[config.mk]
export PLATFORM = sky130hd
export DESIGN_NAME = tv_player
export DESIGN_NICKNAME = d
export VERILOG_FILES = /design/src/rtl/tv_pkg.sv /design/src/rtl/tv_misr.sv /design/src/rtl/tv_player.sv
export SDC_FILE = /design/constraint.sdc
export NUM_CORES = 1
export LEC_CHECK = 0
export CAP_MARGIN = 30
export CORE_MARGIN = 3
export CORE_UTILIZATION = 44
export CTS_CLUSTER_DIAMETER = 40
export DETAILED_ROUTE_END_ITERATION = 8
export PLACE_DENSITY = 0.78
export SLEW_MARGIN = 20
export SYNTH_ARGS = -nofsm -noshare
export SYNTH_HDL_FRONTEND = slang
export SYNTH_SLANG_ARGS = --single-unit
[constraint.sdc]
create_clock -name clk -period 2.2 [get_ports clk]
set_input_delay 0.33 -clock clk [delete_from_list [all_inputs] [get_ports clk]]
set_output_delay 0.33 -clock clk [all_outputs]
set_load 0.03 [all_outputs]
[src/rtl/tv_pkg.sv]
// Shared types, default widths and the MISR step used by the vector player.
package tv_pkg;

  localparam int TV_IN_W  = 33;
  localparam int TV_OUT_W = 25;
  localparam logic [TV_OUT_W-1:0] TV_MISR_POLY = 25'h1000009;

  typedef enum logic [2:0] {
    S_IDLE,
    S_FETCH,
    S_WAIT_MEM,
    S_APPLY,
    S_COMPARE,
    S_FINISH
  } tv_state_t;

  // One MISR step: shift left, fold the dropped MSB back through the taps, absorb the response.
  function automatic logic [TV_OUT_W-1:0] misr_next(input logic [TV_OUT_W-1:0] sig,
                                                    input logic [TV_OUT_W-1:0] resp);
    misr_next = {sig[TV_OUT_W-2:0], 1'b0} ^ (sig[TV_OUT_W-1] ? TV_MISR_POLY : '0) ^ resp;
  endfunction

endpackage

[src/rtl/tv_misr.sv]
// Multiple-input signature register compacting every sampled CUT response of a run.
module tv_misr
  import tv_pkg::*;
#(
  parameter int               OUT_W = TV_OUT_W,
  parameter logic [OUT_W-1:0] POLY  = OUT_W'(TV_MISR_POLY)
) (
  input  logic             clk,
  input  logic             rst,
  input  logic             clr,
  input  logic             en,
  input  logic [OUT_W-1:0] resp,
  output logic [OUT_W-1:0] sig
);

  logic [OUT_W-1:0] sig_q;
  logic [OUT_W-1:0] sig_d;

  // The package step is reused when the geometry matches its defaults; otherwise the same
  // recurrence is built for the configured width and taps.
  generate
    if (OUT_W == TV_OUT_W && POLY == OUT_W'(TV_MISR_POLY)) begin : g_pkg_step
      // Next signature from the shared helper.
      always_comb sig_d = misr_next(sig_q, resp);
    end else begin : g_gen_step
      // Next signature for a non-default width or polynomial.
      always_comb sig_d = {sig_q[OUT_W-2:0], 1'b0} ^ (sig_q[OUT_W-1] ? POLY : '0) ^ resp;
    end
  endgenerate

  // Clear wins over enable so a run start always begins from a zero signature.
  always_ff @(posedge clk) begin
    if (rst || clr) begin
      sig_q <= '0;
    end else if (en) begin
      sig_q <= sig_d;
    end
  end

  assign sig = sig_q;

endmodule

[src/rtl/tv_player.sv]
// Test-vector player: fetches {vector, golden} pairs, drives the CUT, waits a settle
// interval, samples and compares the response, and compacts all responses into a MISR.
//
// Memory handshake: mem_rd is a single-cycle request carrying mem_addr; the memory answers
// with exactly one mem_valid/mem_data beat at least one cycle later. Only WAIT_MEM accepts
// that beat; a beat arriving in any other state (including after a reset abort) is dropped.
module tv_player
  import tv_pkg::*;
#(
  parameter int               IN_W      = TV_IN_W,
  parameter int               OUT_W     = TV_OUT_W,
  parameter int               DEPTH     = 64,
  parameter int               ADDR_W    = $clog2(DEPTH),
  parameter int               SETTLE    = 3,
  parameter logic [OUT_W-1:0] MISR_POLY = OUT_W'(TV_MISR_POLY)
) (
  input  logic                  clk,
  input  logic                  rst,
  input  logic                  start,
  input  logic [ADDR_W:0]       num_vec,
  output logic                  mem_rd,
  output logic [ADDR_W-1:0]     mem_addr,
  input  logic                  mem_valid,
  input  logic [IN_W+OUT_W-1:0] mem_data,
  output logic [IN_W-1:0]       cut_in,
  input  logic [OUT_W-1:0]      cut_out,
  output logic                  busy,
  output logic                  done,
  output logic                  fail,
  output logic [ADDR_W:0]       fail_count,
  output logic [ADDR_W-1:0]     first_fail_idx,
  output logic [OUT_W-1:0]      signature
);

  // Settle counter is loaded with SETTLE-1 and counts down to zero.
  localparam int CNT_W = (SETTLE > 1) ? $clog2(SETTLE) : 1;
  localparam logic [ADDR_W:0] DEPTH_N = (ADDR_W+1)'(DEPTH);

  tv_state_t          state_q;
  logic [ADDR_W-1:0]  idx_q;
  logic [ADDR_W:0]    n_q;
  logic [CNT_W-1:0]   settle_q;
  logic [OUT_W-1:0]   gold_q;
  logic [OUT_W-1:0]   resp_q;
  logic [IN_W-1:0]    cut_in_q;
  logic               mem_rd_q;
  logic [ADDR_W-1:0]  mem_addr_q;
  logic               busy_q;
  logic               done_q;
  logic               fail_q;
  logic [ADDR_W:0]    fail_count_q;
  logic [ADDR_W-1:0]  first_fail_q;

  logic [ADDR_W:0]    n_clamp;
  logic               last_vec;
  logic               misr_clr;
  logic               misr_en;

  // Requested vector count limited to the memory depth.
  always_comb n_clamp = (num_vec > DEPTH_N) ? DEPTH_N : num_vec;

  // Current vector is the final one of the run.
  always_comb last_vec = ({1'b0, idx_q} == (n_q - 1'b1));

  // MISR is cleared on every accepted start and advanced once per COMPARE.
  always_comb begin
    misr_clr = (state_q == S_IDLE) && start;
    misr_en  = (state_q == S_COMPARE);
  end

  // Run sequencer; all outputs are registered alongside the state.
  always_ff @(posedge clk) begin
    if (rst) begin
      state_q      <= S_IDLE;
      idx_q        <= '0;
      n_q          <= '0;
      settle_q     <= '0;
      gold_q       <= '0;
      resp_q       <= '0;
      cut_in_q     <= '0;
      mem_rd_q     <= 1'b0;
      mem_addr_q   <= '0;
      busy_q       <= 1'b0;
      done_q       <= 1'b0;
      fail_q       <= 1'b0;
      fail_count_q <= '0;
      first_fail_q <= '0;
    end else begin
      mem_rd_q <= 1'b0;
      done_q   <= 1'b0;
      unique case (state_q)
        S_IDLE: begin
          if (start) begin
            fail_q       <= 1'b0;
            fail_count_q <= '0;
            first_fail_q <= '0;
            idx_q        <= '0;
            n_q          <= n_clamp;
            busy_q       <= 1'b1;
            if (n_clamp == '0) begin
              state_q <= S_FINISH;
              done_q  <= 1'b1;
            end else begin
              state_q    <= S_FETCH;
              mem_rd_q   <= 1'b1;
              mem_addr_q <= '0;
            end
          end
        end
        S_FETCH: begin
          state_q <= S_WAIT_MEM;
        end
        S_WAIT_MEM: begin
          if (mem_valid) begin
            cut_in_q <= mem_data[IN_W+OUT_W-1:OUT_W];
            gold_q   <= mem_data[OUT_W-1:0];
            settle_q <= CNT_W'(SETTLE - 1);
            state_q  <= S_APPLY;
          end
        end
        S_APPLY: begin
          if (settle_q == '0) begin
            resp_q  <= cut_out;
            state_q <= S_COMPARE;
          end else begin
            settle_q <= settle_q - 1'b1;
          end
        end
        S_COMPARE: begin
          if (resp_q != gold_q) begin
            fail_count_q <= fail_count_q + 1'b1;
            fail_q       <= 1'b1;
            if (!fail_q) begin
              first_fail_q <= idx_q;
            end
          end
          if (last_vec) begin
            state_q <= S_FINISH;
            done_q  <= 1'b1;
          end else begin
            idx_q      <= idx_q + 1'b1;
            state_q    <= S_FETCH;
            mem_rd_q   <= 1'b1;
            mem_addr_q <= idx_q + 1'b1;
          end
        end
        S_FINISH: begin
          state_q <= S_IDLE;
          busy_q  <= 1'b0;
        end
        default: begin
          state_q <= S_IDLE;
          busy_q  <= 1'b0;
        end
      endcase
    end
  end

  tv_misr #(
    .OUT_W (OUT_W),
    .POLY  (MISR_POLY)
  ) u_misr (
    .clk  (clk),
    .rst  (rst),
    .clr  (misr_clr),
    .en   (misr_en),
    .resp (resp_q),
    .sig  (signature)
  );

  assign mem_rd         = mem_rd_q;
  assign mem_addr       = mem_addr_q;
  assign cut_in         = cut_in_q;
  assign busy           = busy_q;
  assign done           = done_q;
  assign fail           = fail_q;
  assign fail_count     = fail_count_q;
  assign first_fail_idx = first_fail_q;

endmodule

== After elaboration in Yosys (flattened, before gate mapping) ==
Index checks and enable logic that the tools add are counted.

* Register bits after elaboration: 149
* Input port bits: 94

* Add/sub/neg operators: 4
* $lt $le $gt $ge: 1
* Equality and inequality tests: 14
* Muxes and demuxes: 36
* Bitwise gates (word level): 3
* Reductions and logical operators: 18

{| class="wikitable"
|+ Operators by type and width
! operator !! number
|-
| $xor 25x25->25 || 2
|-
| $mux 6 || 6
|-
| $pmux 6 s2 || 3
|-
| $mux 25 || 1
|-
| $ne 25x25->1 || 1
|-
| $mux 7 || 3
|-
| $mux 3 || 5
|-
| $pmux 3 s5 || 1
|-
| $ne 2x2->1 const B || 7
|-
| $pmux 7 s2 || 1
|-
| $reduce_and 3->1 || 4
|-
| $mux 1 || 9
|-
| $pmux 1 s2 || 4
|-
| $reduce_and 2->1 || 4
|-
| $reduce_and 4->1 || 2
|-
| $add 7x1->7 const B || 1
|-
| $eq 6x7->1 || 1
|-
| $gt 7x7->1 const B || 1
|-
| $logic_not 7->1 || 1
|-
| $sub 7x1->7 const B || 1
|-
| $add 6x1->6 const B || 1
|-
| $eq 3x2->1 const B || 2
|-
| $mux 2 || 2
|-
| $pmux 2 s2 || 1
|-
| 11 further kinds || 12
|}

== Logic depth before layout (Yosys ltp) ==
* Word-level depth: 6
* Gate-level depth with buffers: 9
* Depth with buffers taken out: 8

== Cells and area by module ==
Synthesis repeated with hierarchy kept, for this count alone.

* Cell total of the unflattened synthesis: 756
* Area, all modules: 6413.7 µm²

{| class="wikitable"
|+ Modules (own cells, without submodules)
! module !! instances !! cells each !! area an instance (µm²) !! sequential area each (µm²)
|-
| tv_player || 1 || 645 || 5212.5 || 2482.4
|-
| tv_misr || 1 || 111 || 1201.2 || 500.5
|}

== Worst setup path after synthesis ==
Ideal clock, no wire load.

* Path type: register -> register
* Start: reg n_q[0]
* End: reg idx_q[4]
* Arrival time: 2031 ps
* Data required time: 2083 ps
* Path slack: 52 ps
* Cell stages (with the launch flop): 10
* Buffers on the path: 1
* Path through: dfxtp_1 -> inv_1 -> ha_1 -> nand2b_1 -> nor4_1 -> xor2_1 -> a2111o_1 -> buf_6 -> mux2_4 -> a22o_1

* Longest elaborated chain between the ends: 4

{| class="wikitable"
|+ RTL lines
! element !! RTL line !! text
|-
| start, declared || tv_player.sv:41 || <nowiki>logic [ADDR_W:0] n_q;</nowiki>
|-
| start signal, assigned || tv_player.sv:98 || <nowiki>n_q <= n_clamp;</nowiki>
|-
| $sub 7x1->7 || tv_player.sv:63 || <nowiki>always_comb last_vec = ({1'b0, idx_q} == (n_q - 1'b1));</nowiki>
|-
| $eq 6x7->1 || tv_player.sv:63 ||
|-
| $ne 2x2->1 (no line) || - ||
|-
| $reduce_and 3->1 (no line) || - ||
|-
| end signal, assigned || tv_player.sv:141 || <nowiki>idx_q <= idx_q + 1'b1;</nowiki>
|-
| end, declared || tv_player.sv:40 || <nowiki>logic [ADDR_W-1:0] idx_q;</nowiki>
|}

No other way between the ends.
A chain may end at the register's enable or synchronous reset.

== Worst setup path after layout ==
* Start: reg n_q[0]
* End: reg mem_addr_q[4], in the netlist mem_addr[4]

* Longest elaborated chain between the ends: 4

{| class="wikitable"
|+ RTL lines
! element !! RTL line !! text
|-
| $sub 7x1->7 || tv_player.sv:63 ||
|-
| $eq 6x7->1 || tv_player.sv:63 ||
|-
| $ne 2x2->1 (no line) || - ||
|-
| $reduce_and 4->1 (no line) || - ||
|-
| end signal, assigned || tv_player.sv:144 || <nowiki>mem_addr_q <= idx_q + 1'b1;</nowiki>
|-
| end, declared || tv_player.sv:47 || <nowiki>logic [ADDR_W-1:0] mem_addr_q;</nowiki>
|}

No other way between the ends.

==> flow_summary_export.csv <==
group,metric,value,unit
floorplan,initial_utilization,0.456,
power_and_ir_drop,ir_worst_vdd,0.000566,V
routing,ant_nets,0,
setup_path,worst-r2r-setup-slack,0.08,ns
finish,layout.core_utilization,0.649,
setup_path,cp.required,2.52,ns
cts,clock_tree.htree_level_count,4,
routing,wl_per_cell,15.3,um
setup_path,worstSetupStartpointType,"flop",
synthesis,netlist.area_leader.share,0.466,
finish,drive_gt1_frac,0.0933,
floorplan,floorplan.die.width,127,um
synthesis,synth.most_common_cell,"nand2_1",
routing,via_per_inst,5.20,
routing,drt_first_pass_iters,5,
setup_path,timing.critical_path.fanout_max,7,
setup_path,cp_data_arrival_time,2.43,ns
global_routing,grt_antenna_before_repair,0,
cts,cts-buffers-inserted,17,
sta,period_minus_slack,2.12,ns
sta,grt_setup_unrepaired,"true",
synthesis,syn-cell-area,6400,sq um
sta,worst_setup_margin,0.0815,ns
synthesis,synth_ff_type,"dfxtp_1",
hold_path,holdPathStages,2,
routing,routed_wirelength,17400,um
sta,final.period_utilization,0.963,
sta,clock.fmax,0.472,GHz
cts,clkTransAtPathRegs,0.06,ns
global_routing,globalRouteTotalUtil,0.216,
sta,final.setup_skew,0.0109,ns
synthesis,synth_cells,769,
sta,timing_max_transition_violations_final,0,
cts,cts_hold_buf,0,
global_routing,wire_length_of_the_first_global_routing_pass,28200,um
synthesis,synth.yosys.warnings,0,
cts,cts-root-to-sink-buffers,2,
place,dp_worst_setup_slack,0.0417,ns
floorplan,design.core.area,14000,sq um
synthesis,synth_seq_area_share,0.466,
routing,drtIter0Drc,383,
cts,cts_tree,"done",
power_and_ir_drop,power.density_cell_area,771,nW/um^2
place,gp_routability_congestion,0.799,
setup_path,ff2ff_path_depth,10,
synthesis,syn-num-nets,867,
floorplan,die_y,127,um
setup_path,worstSetupPathType,"reg -> reg",
setup_path,worst_path_largest_cell_delay,0.40,ns
finish,layout-area-overhead-vs-synth,42.4,%
floorplan,ioPinCount,175,
finish,diodes,0,
cts,cts_root_buf,"clkbuf_16",
floorplan,num_rows,43,
setup_path,worstPathCellList,"inv_2 > ha_4 > nand2b_4 > buf_4 > nor4_4 > a31oi_2 > a2111oi_4 > clkbuf_16 > nor2_4 > o41ai_1",
cts,clkSinkCount,149,
synthesis,synth_top_cell_by_area,"dfxtp_1",
power_and_ir_drop,p_total,7.03,mW
place,numPortBuffers,174,
sta,pin_slew_with_the_least_headroom_to_its_limit,0.577,ns
sta,report.final.setup_viol,0,
power_and_ir_drop,leakage,3.24,nW
synthesis,synth.ff_latch_count,149,
global_routing,first_global_vias,5636,
cts,insertion_delay_of_the_later_clocked_pin_in_the_worst_skew_pair,0.42,ns
synthesis,ys_async_sr_fraction,0,
sta,maxSlewHeadroom,0.615,
routing,vias_post_dr,5894,
global_routing,maximum_number_of_pins_on_one_net_before_global_route_repair,56,
floorplan,floorplan.die_area,16000,sq um
synthesis,syn_avg_cell_area,8.32,sq um
sta,final_hold_viol_count,0,
synthesis,ys_top_cells_by_area,"dfxtp_1 (47%), nand2_1 (11%), a21oi_1 (8.1%), xnor2_1 (4.7%), xor2_1 (4.0%)",
synthesis,synth_edf_count,0,
place,post-dp-hpwl,12000,um
global_routing,globalRouteOverflowTotal,0,
run_status,run_status,"finished, final reports clean",
run,max_cap_violations,0,
synthesis,synth_cell_types,55,
setup_path,end_kind,"flop",
finish,design.final.nets,1039,
setup_path,critical-path-slowest-cell,"a2111oi_4",
synthesis,yosys-top-cells-count,"nand2_1 (187), dfxtp_1 (149), a21oi_1 (103), nor2_1 (41), clkbuf_1 (39)",
hold_path,timing.hold.worst.class,"in -> reg",
routing,drc,0,
[path summary, 6_finish.rpt]
check,endpoint,startpoint
setup / recovery,mem_addr[4],n_q[0]
hold / removal,busy,rst
setup reg to reg,mem_addr[4],n_q[0]
hold reg to reg,cut_in[1],cut_in[1]
[power by group]
part	internal [mW]	total [mW]	switching (mW)
logic	0.424	0.925	0.502
registers	2.79	2.87	0.0726
clock network	2.11	3.24	1.13
[per-layer routing]
metal,vias to the layer above,global-route usage,wire (um)
li1,2959,-,-
met1,2738,0.268,7370
met2,181,0.369,8670
met5,-,0,0
met4,0,0.0618,193
met3,16,0.0602,1170
[worst max-delay path: cells and delay by family, from the launching register on]
family	cells	cell delay, ns
AOI/OAI and AO/OA	3	0.77
buffers and inverters	3	0.44
DFF	1	0.32
and+or+nand+nor	3	0.33
adders and majority gates	1	0.15
[layout by cell type, fill, tap and decap left out, types with 4 or more instances in the layout]
master,instances
dfxtp_1,148
xor2_1,29
a22o_1,4
o41ai_1,5
clkdlybuf4s50_1,173
nor3_1,7
a211oi_1,27
clkinv_4,4
bufinv_16,5
nor4_1,9
nor2_1,41
o311ai_1,6
o21ai_1,7
inv_1,14
xnor2_1,34
o211ai_1,6
nor2b_1,6
and3_1,6
nand3_1,13
o21ai_0,7
nand4_1,4
nand2_1,187
clkbuf_16,18
buf_4,31
a21oi_1,103
[repair_timing]
action / CTS / global route
setup buffers: 0 / 2
gates resized for setup: 1 / 14
setup endpoints to repair: 2 / 12
pin swaps: 0 / 5
[through the flow]
stage	setup TNS, ns	cells	area (sq um)	hold WS, ns
final	0	1134	9110	0.314
after global routing	-0.0201	1134	9110	0.319
after CTS	0	1132	9010	0.286
after detailed placement	0	1100	8340	0.446
after global placement	0	1100	8340	0.441
after floorplan	0	769	6400	0.439
[state kept, by name (all words and copies together) (netlist names)]
signal,count
mem_rd,1
idx_q,6
cut_in,33
gold_q,25
busy,1
mem_addr,6
state_q,3
n_q,7
fail_count,7
first_fail_idx,6
done,1
u_misr.sig,25
settle_q,2
resp_q,25
fail,1
[cell type report]
type / instances / area [sq um]
Fill cell: 1156 / 4930
Multi-Input combinational cell: 549 / 3140
Sequential cell: 149 / 2980
Timing Repair Buffer: 207 / 2030
Clock buffer: 21 / 470
Tap cell: 180 / 225
Clock inverter: 11 / 198
Inverter: 17 / 63.8
[logic make-up after synthesis]
kind of cell             count (synthesis)  share of synthesized area
AO/OA/AOI/OAI                          183                      0.178
XOR/XNOR                                63                     0.0862
adder cells (fa/ha/maj)                  4                    0.00782
buffers and inverters                   71                     0.0545
flip-flops                             149                      0.466
multiplexers                             3                    0.00547
AND/OR/NAND/NOR                        296                      0.202
Power figures use the tool's default switching activity.
